[config.mk]
export PLATFORM = sky130hd
export DESIGN_NAME = pit_seq_flat
export DESIGN_NICKNAME = d
export VERILOG_FILES = /design/src/rtl/pit_seq_if.sv /design/src/rtl/pit_seq.sv /design/src/flat_wrapper.sv
export SDC_FILE = /design/constraint.sdc
export NUM_CORES = 1
export LEC_CHECK = 0
export ABC_AREA = 1
export CAP_MARGIN = 20
export CORE_ASPECT_RATIO = 0.7
export CORE_MARGIN = 1.5
export CORE_UTILIZATION = 35
export CTS_BUF_LIST = sky130_fd_sc_hd__clkbuf_16
export CTS_CLUSTER_DIAMETER = 120
export DETAILED_ROUTE_END_ITERATION = 6
export MAX_ROUTING_LAYER = met4
export PLACE_DENSITY = 0.66
export SYNTH_ARGS = -nofsm -noshare
export SYNTH_HDL_FRONTEND = slang
export SYNTH_SLANG_ARGS = --single-unit
[constraint.sdc]
create_clock -name clk -period 2.2 [get_ports clk]
set_input_delay 0.22 -clock clk [delete_from_list [all_inputs] [get_ports clk]]
set_output_delay 0.22 -clock clk [all_outputs]
set_load 0.01 [all_outputs]
[src/rtl/pit_seq_if.sv]
// pit_seq_if: register-write, control and status bundle for the interval timer.
// Carries ovr only when PIT_IRQ_LATCH_EN is defined.
`default_nettype none

interface pit_seq_if #(
  parameter int WIDTH = 16
) ();
  logic             pre_wr;
  logic [WIDTH-1:0] pre_din;
  logic             div_wr;
  logic [WIDTH-1:0] div_din;
  logic             enable;
  logic             oneshot;
  logic             irq_ack;
  logic [WIDTH-1:0] pre_q;
  logic [WIDTH-1:0] div_q;
  logic             running;
  logic             tick;
  logic             irq;
`ifdef PIT_IRQ_LATCH_EN
  logic             ovr;
`endif

  modport master (
    output pre_wr, pre_din, div_wr, div_din, enable, oneshot, irq_ack,
`ifdef PIT_IRQ_LATCH_EN
    input  ovr,
`endif
    input  pre_q, div_q, running, tick, irq
  );

  modport slave (
    input  pre_wr, pre_din, div_wr, div_din, enable, oneshot, irq_ack,
`ifdef PIT_IRQ_LATCH_EN
    output ovr,
`endif
    output pre_q, div_q, running, tick, irq
  );
endinterface

`default_nettype wire

[src/rtl/pit_seq.sv]
// +--------------------------------------------------------------------------+
// | pit_seq : prescaler + divider interval timer sequencer (periodic/one-shot)|
// | Optional macro PIT_IRQ_LATCH_EN: sticky irq with ack and overrun flag.     |
// | Revision: 1.0                                                              |
// +--------------------------------------------------------------------------+
`default_nettype none

module pit_seq #(
  parameter int WIDTH = 16
) (
  input  wire logic  clk,
  input  wire logic  reset,
  pit_seq_if.slave   bus
);

  typedef enum logic [1:0] {
    IDLE = 2'd0,
    RUN  = 2'd1,
    HALT = 2'd2
  } state_t;

  state_t           state, state_n;
  logic [WIDTH-1:0] pre_rld, div_rld, pre_rld_n, div_rld_n;
  logic [WIDTH-1:0] pre_cnt, div_cnt, pre_cnt_n, div_cnt_n;
  logic             tick_r;
  logic             tc_event;

  always_ff @(posedge clk) begin
    if (reset) begin
      state   <= IDLE;
      pre_rld <= '0;
      div_rld <= '0;
      pre_cnt <= '0;
      div_cnt <= '0;
      tick_r  <= 1'b0;
    end else begin
      state   <= state_n;
      pre_rld <= pre_rld_n;
      div_rld <= div_rld_n;
      pre_cnt <= pre_cnt_n;
      div_cnt <= div_cnt_n;
      tick_r  <= tc_event;
    end
  end

  always_comb begin
    // A write landing on a reload edge must be the value that gets reloaded.
    pre_rld_n = bus.pre_wr ? bus.pre_din : pre_rld;
    div_rld_n = bus.div_wr ? bus.div_din : div_rld;
    state_n   = state;
    pre_cnt_n = pre_cnt;
    div_cnt_n = div_cnt;
    tc_event  = 1'b0;
    case (state)
      IDLE: begin
        if (bus.enable) begin
          pre_cnt_n = pre_rld_n;
          div_cnt_n = div_rld_n;
          state_n   = RUN;
        end else begin
          if (bus.pre_wr) pre_cnt_n = bus.pre_din;
          if (bus.div_wr) div_cnt_n = bus.div_din;
        end
      end
      RUN: begin
        if (!bus.enable) begin
          state_n = IDLE;
        end else if (pre_cnt != '0) begin
          pre_cnt_n = pre_cnt - WIDTH'(1);
        end else begin
          pre_cnt_n = pre_rld_n;
          if (div_cnt != '0) begin
            div_cnt_n = div_cnt - WIDTH'(1);
          end else begin
            div_cnt_n = div_rld_n;
            tc_event  = 1'b1;
            if (bus.oneshot) state_n = HALT;
          end
        end
      end
      HALT: begin
        if (bus.pre_wr) pre_cnt_n = bus.pre_din;
        if (bus.div_wr) div_cnt_n = bus.div_din;
        if (!bus.enable) state_n = IDLE;
      end
      default: state_n = IDLE;
    endcase
  end

  assign bus.pre_q   = pre_cnt;
  assign bus.div_q   = div_cnt;
  assign bus.running = (state == RUN);
  assign bus.tick    = tick_r;

`ifdef PIT_IRQ_LATCH_EN
  logic irq_r, ovr_r;

  // A new event outranks a coincident acknowledge for both flags.
  always_ff @(posedge clk) begin
    if (reset) begin
      irq_r <= 1'b0;
      ovr_r <= 1'b0;
    end else begin
      irq_r <= tc_event | (irq_r & ~bus.irq_ack);
      ovr_r <= (tc_event & irq_r) | (ovr_r & ~bus.irq_ack);
    end
  end

  assign bus.irq = irq_r;
  assign bus.ovr = ovr_r;
`else
  assign bus.irq = tick_r;
`endif

endmodule

`default_nettype wire

[src/flat_wrapper.sv]
// flat-port wrapper written by rule: the top's interface ports become plain ports
module pit_seq_flat 
#(
  parameter int WIDTH = 16
)
  (clk, reset, bus_pre_wr, bus_pre_din, bus_div_wr, bus_div_din, bus_enable, bus_oneshot, bus_irq_ack, bus_pre_q, bus_div_q, bus_running, bus_tick, bus_irq);
  pit_seq_if #(.WIDTH(WIDTH)) bus_i ();
  input  wire logic clk;
  input  wire logic reset;
  input wire logic [$bits(bus_i.pre_wr)-1:0] bus_pre_wr;
  input wire logic [$bits(bus_i.pre_din)-1:0] bus_pre_din;
  input wire logic [$bits(bus_i.div_wr)-1:0] bus_div_wr;
  input wire logic [$bits(bus_i.div_din)-1:0] bus_div_din;
  input wire logic [$bits(bus_i.enable)-1:0] bus_enable;
  input wire logic [$bits(bus_i.oneshot)-1:0] bus_oneshot;
  input wire logic [$bits(bus_i.irq_ack)-1:0] bus_irq_ack;
  output wire logic [$bits(bus_i.pre_q)-1:0] bus_pre_q;
  output wire logic [$bits(bus_i.div_q)-1:0] bus_div_q;
  output wire logic [$bits(bus_i.running)-1:0] bus_running;
  output wire logic [$bits(bus_i.tick)-1:0] bus_tick;
  output wire logic [$bits(bus_i.irq)-1:0] bus_irq;
  assign bus_i.pre_wr = bus_pre_wr;
  assign bus_i.pre_din = bus_pre_din;
  assign bus_i.div_wr = bus_div_wr;
  assign bus_i.div_din = bus_div_din;
  assign bus_i.enable = bus_enable;
  assign bus_i.oneshot = bus_oneshot;
  assign bus_i.irq_ack = bus_irq_ack;
  assign bus_pre_q = bus_i.pre_q;
  assign bus_div_q = bus_i.div_q;
  assign bus_running = bus_i.running;
  assign bus_tick = bus_i.tick;
  assign bus_irq = bus_i.irq;
  pit_seq #(.WIDTH(WIDTH)) u_core (.clk(clk), .reset(reset), .bus(bus_i));
endmodule
; ---- Word-level counts from Yosys, hierarchy flattened
; Index checks and enable logic that the tools add are counted.
[word_totals]
register_bits = 67
latch_bits = 0
mem_bits_rw = 0
romBits = 0
in_bits = 39
output_inout_bits = 35
wordCells = 48
mem_count = 0
[op_classes]
n_addsub = 2
mul = 0
div = 0
magnitude_cmp = 0
n_eq_ne = 9
n_shift = 0
n_mux = 21
bitwise = 2
reduce_logical = 8
[op_table]
columns = cell, n
row1 = $mux 16, 11
row2 = $pmux 16 s3, 2
row3 = $reduce_bool 16->1, 2
row4 = $sub 16x1->16 const B, 2
row5 = $mux 2, 6
row6 = $ne 3x3->1 const B, 3
row7 = $ne 2x2->1 const B, 4
row8 = $pmux 2 s3, 1
row9 = $reduce_and 5->1, 1
row10 = $reduce_or 4->1, 1
row11 = $reduce_and 3->1, 1
row12 = $reduce_bool 3->1, 1
row13 = $eq 2x1->1 const B, 1
row14 = $eq 2x2->1 const B, 1
row15 = $logic_not 2->1, 1
row16 = $not 1->1, 2
row17 = $reduce_and 2->1, 1
row18 = $mux 1, 1

; ---- Longest topological paths before layout
[depth]
ltp_word = 5
ltp_mapped = 13

; ---- Least setup slack after synthesis
; OpenSTA, ideal clock, no wires.
[synth_timing]
path_kind = register -> register
start = register u_core.pre_cnt[0], in the netlist u_core.bus.pre_q[0]
end = register u_core.pre_cnt[2], in the netlist u_core.bus.pre_q[2]
t_arrival_ns = 1.529
required_time_ns = 2.083
slack_ns = 0.554
stages_incl_launch_ff = 12
period_less_slack_ns = 1.646
path_cell_list = dfxtp_1 inv_1 ha_1 nand3_1 nor2_2 nand2_2 buf_6 buf_12 o211ai_2 nand2_1 a21oi_1 nor2_1
[synth_between]
elab_chain_cells = 4
elab_cells_between_ends = 5
classes_between = add/sub (1) / mux (3) / reduce/logical (1)
[synth_rtl]
columns = item, line_no
row1 = start: declaration, pit_seq.sv:24  ; logic [WIDTH-1:0] pre_cnt, div_cnt, pre_cnt_n, div_cnt_n;
row2 = start signal: assignment, pit_seq.sv:40  ; pre_cnt <= pre_cnt_n;
row3 = $sub 16x1->16 / $reduce_bool 16->1 (equally long branches), "pit_seq.sv:69, pit_seq.sv:68"
row4 = $mux 16 (*), pit_seq.sv:68  ; end else if (pre_cnt != '0) begin
row5 = $mux 16 (*), pit_seq.sv:66  ; if (!bus.enable) begin
row6 = $pmux 16 s3 (*), pit_seq.sv:54  ; case (state)
; Every way passes the cells marked *; elsewhere a longest branch is shown, timed or not. The select of a mux whose other input is x is not followed.
; A chain may end at the register's enable or synchronous reset.

; ---- Final worst setup path
[layout_timing]
start = register u_core.state[1]
end = output port bus_running
[layout_between]
elab_chain_cells = 1
[layout_rtl]
columns = item, line_no
row1 = start: declaration, pit_seq.sv:22  ; state_t state, state_n;
row2 = start signal: assignment, pit_seq.sv:37  ; state <= state_n;
row3 = $eq 2x1->1, pit_seq.sv:92  ; assign bus.running = (state == RUN);
row4 = end: declaration, flat_wrapper.sv:19  ; output wire logic [$bits(bus_i.running)-1:0] bus_running;
; Every way passes these cells.

==> reports/metrics.yaml <==
status:
  status: "finished, final reports clean"
global_routing:
  antenna_found_initial: 0
  grt_remaining_overflow: 0
  grt_pass1_vias: 5025
  grt_max_degree: 33
  grtUsageTotal: 0.227
  grt_first_pass_wirelength_um: 26400
flow_run:
  cap_violations: 0
clock_network:
  worstSkewPairLatency_ns: 0.34
  hold_buffers: 0
  numCtsBuffers: 9
  cts_setup_buffers: 0
  cts_tree: "yes"
  htree_levels: 3
  clockBufferDepth: 2
  clkTransAtPathRegs_ns: 0.06
  clock_sinks: 67
  ctsResizeCount: 0
  cts_root_buffer: "clkbuf_16"
place:
  place_inst: 1108
  io_buffer_count: 72
  place.gp.congestion: 0.882
  place_area_um2: 5960
  dp.final_hpwl_um: 11100
critical_path:
  critical_path_required_ns: 1.98
  cp.arrival_ns: 1.73
  crit_type: "register to output pin"
  endpoint_kind: "output pin"
  cp-start-kind: "register"
  r2r-start: "u_core.bus.div_q[0]"
  r2r_slack_ns: 0.29
  r2r-end: "u_core.state[0]"
  rr_worst_depth: 11
  crit_fanout: 8
cells_and_area:
  num_antenna_cells: 0
  utilization: 0.445
  layout_commonest_cell: "nand2_1"
  drive_above_1_share: 0.0846
  final_nets: 974
  instances_no_fill: 1124
  syn_to_final_growth_pct: 23.9
  final_area_um2: 6220
  final_cell_mix: "283 x nand2_1, 108 x o21ai_0, 99 x nor2_1"
sta:
  tightest_slew_ns: 0.426
  grt_setup_unrepaired: "false"
  hold_violations: 0
  setup_violations: 0
  fin_crit_sh: 0.884
  relSlewSlack: 0.715
  fmax_mhz: 514
  drv_slew: 0
  skew_ns: 0.00716
  fin_tns_setup_ns: 0
  whs_ns: 0.473
  fin_crit_ns: 1.95
logic_synthesis:
  ys_warn_count: 0
  synth_cells: 862
  synth_nets: 907
  synth-edff-count: 0
  netlist-cell-type-count: 39
  synth_area_um2: 5020
  synthFlopType: "dfxtp_1"
  synth_area_per_cell_um2: 5.82
  ys_seq_area_frac: 0.267
  ys_async_sr_fraction: 0
  synth-seq-cells: 67
route:
  drc: 0
  routed_via_density: 5.00
  dr.pass1.iters: 5
  drt_iter0_markers: 516
  ant_nets: 0
  num_vias: 5620
  totalWireLength_um: 16000
  wl_per_cell_um: 14.2
floorplanning:
  row_count: 36
  ioPinCount: 74
  start_util: 0.359
  core_um2: 14000
  die_area_um2: 15100
  fp.dieW_um: 146
  die_y_um: 103
power:
  leakage_uw: 0.00288
  power_switching_uw: 2030
  powerDensity_nw_per_um2: 799
  seqPwrFrac: 0.310
  p_int_uw: 2940
  peakVddDrop_mv: 0.405
  power_frac_clock: 0.259
  p_sw_frac: 0.409
  combinationalPowerShare: 0.431
min_path:
  hold_end: "u_core.pre_rld[2]"
  worstHoldStart: "u_core.pre_rld[2]"
  hold_depth: 2
  holdCritPathClass: "register to register"
[power by group through the flow]
stage / Combinational, uW / Sequential [uW] / Clock (uW)
6_report: 2140 / 1540 / 1280
5_1_grt: 2420 / 1560 / 1360
4_1_cts: 2120 / 1540 / 1300
3_5_place_dp: 2110 / 1560 / 0
3_3_place_gp: 2090 / 1560 / 0
2_1_floorplan: 1410 / 1560 / 0
[worst max-delay path by stage]
| stage | from | to | slack, ns | cells past startpoint |
|---|---|---|---|---|
| global route | u_core.bus.div_q[0] | u_core.state[0] | 0.08 | 11 |
| CTS | u_core.state[1] | bus_running | 0.28 | 3 |
| detailed placement | bus_pre_wr | u_core.bus.pre_q[14] | 0.30 | 9 |
| finish | u_core.state[1] | bus_running | 0.25 | 3 |
| global placement | bus_pre_wr | u_core.bus.pre_q[14] | 0.34 | 9 |
| floorplan | u_core.bus.pre_q[0] | u_core.bus.pre_q[2] | 0.55 | 11 |
[stage by stage]
stage	setup WS [ns]	total power, uW
final	0.254	4970
after global routing	0.0769	5340
after CTS	0.283	4960
after detailed placement	0.301	3670
after global placement	0.344	3660
after floorplan	0.554	2970
[worst max-delay path: stages, from the launching register on]
cell and delay, ns:
dfxtp_1 0.32, inv_1 0.08, ha_1 0.35, clkdlybuf4s50_1 0.64
[per-layer routing]
| metal | wire [um] | global-route usage | up-vias |
|---|---|---|---|
| li1 | - | - | 2898 |
| met1 | 8720 | 0.343 | 2507 |
| met2 | 5990 | 0.299 | 201 |
| met3 | 1150 | 0.0425 | 14 |
| met4 | 119 | 0.0645 | 0 |
| met5 | 0 | - | - |
[layout make-up]
class / instances / area [um2]
Clock buffer: 9 / 225
Tap cell: 190 / 238
Timing Repair Buffer: 99 / 948
Fill cell: 1506 / 7750
Multi-Input combinational cell: 670 / 3130
Sequential cell: 67 / 1340
Inverter: 82 / 308
Clock inverter: 7 / 28.8
[registers in the layout (all words and copies together) (netlist names)]
signal	flops
u_core.bus.div_q	16
u_core.state	2
u_core.bus.pre_q	16
u_core.bus.irq	1
u_core.pre_rld	16
u_core.div_rld	16
[cell families after synthesis]
kind of cell	after synthesis	synth area share
and+or+nand+nor	464	0.392
AOI/OAI and AO/OA	192	0.202
buffers and inverters	125	0.110
DFF	67	0.267
xor gates and xnor gates	8	0.0140
adders and majority gates	6	0.0150
[cells in the mapped netlist, types with 3 or more instances]
| master | instances | area [um2] |
|---|---|---|
| nand3_2 | 9 | 90.1 |
| a21oi_1 | 68 | 340 |
| a31oi_1 | 5 | 31.3 |
| nor2_4 | 5 | 56.3 |
| clkbuf_1 | 17 | 63.8 |
| nand2_1 | 283 | 1060 |
| dfxtp_1 | 67 | 1340 |
| nand4_1 | 5 | 31.3 |
| o21ai_0 | 108 | 541 |
| nor2_2 | 10 | 62.6 |
| inv_1 | 78 | 293 |
| nand2_2 | 6 | 37.5 |
| nand3_1 | 41 | 205 |
| buf_2 | 12 | 60.1 |
| xor2_1 | 6 | 52.6 |
| buf_4 | 6 | 45.0 |
| ha_1 | 6 | 75.1 |
| nor2_1 | 99 | 372 |
| o211ai_2 | 3 | 37.5 |
Note: power is estimated with default switching activity, not from simulation.
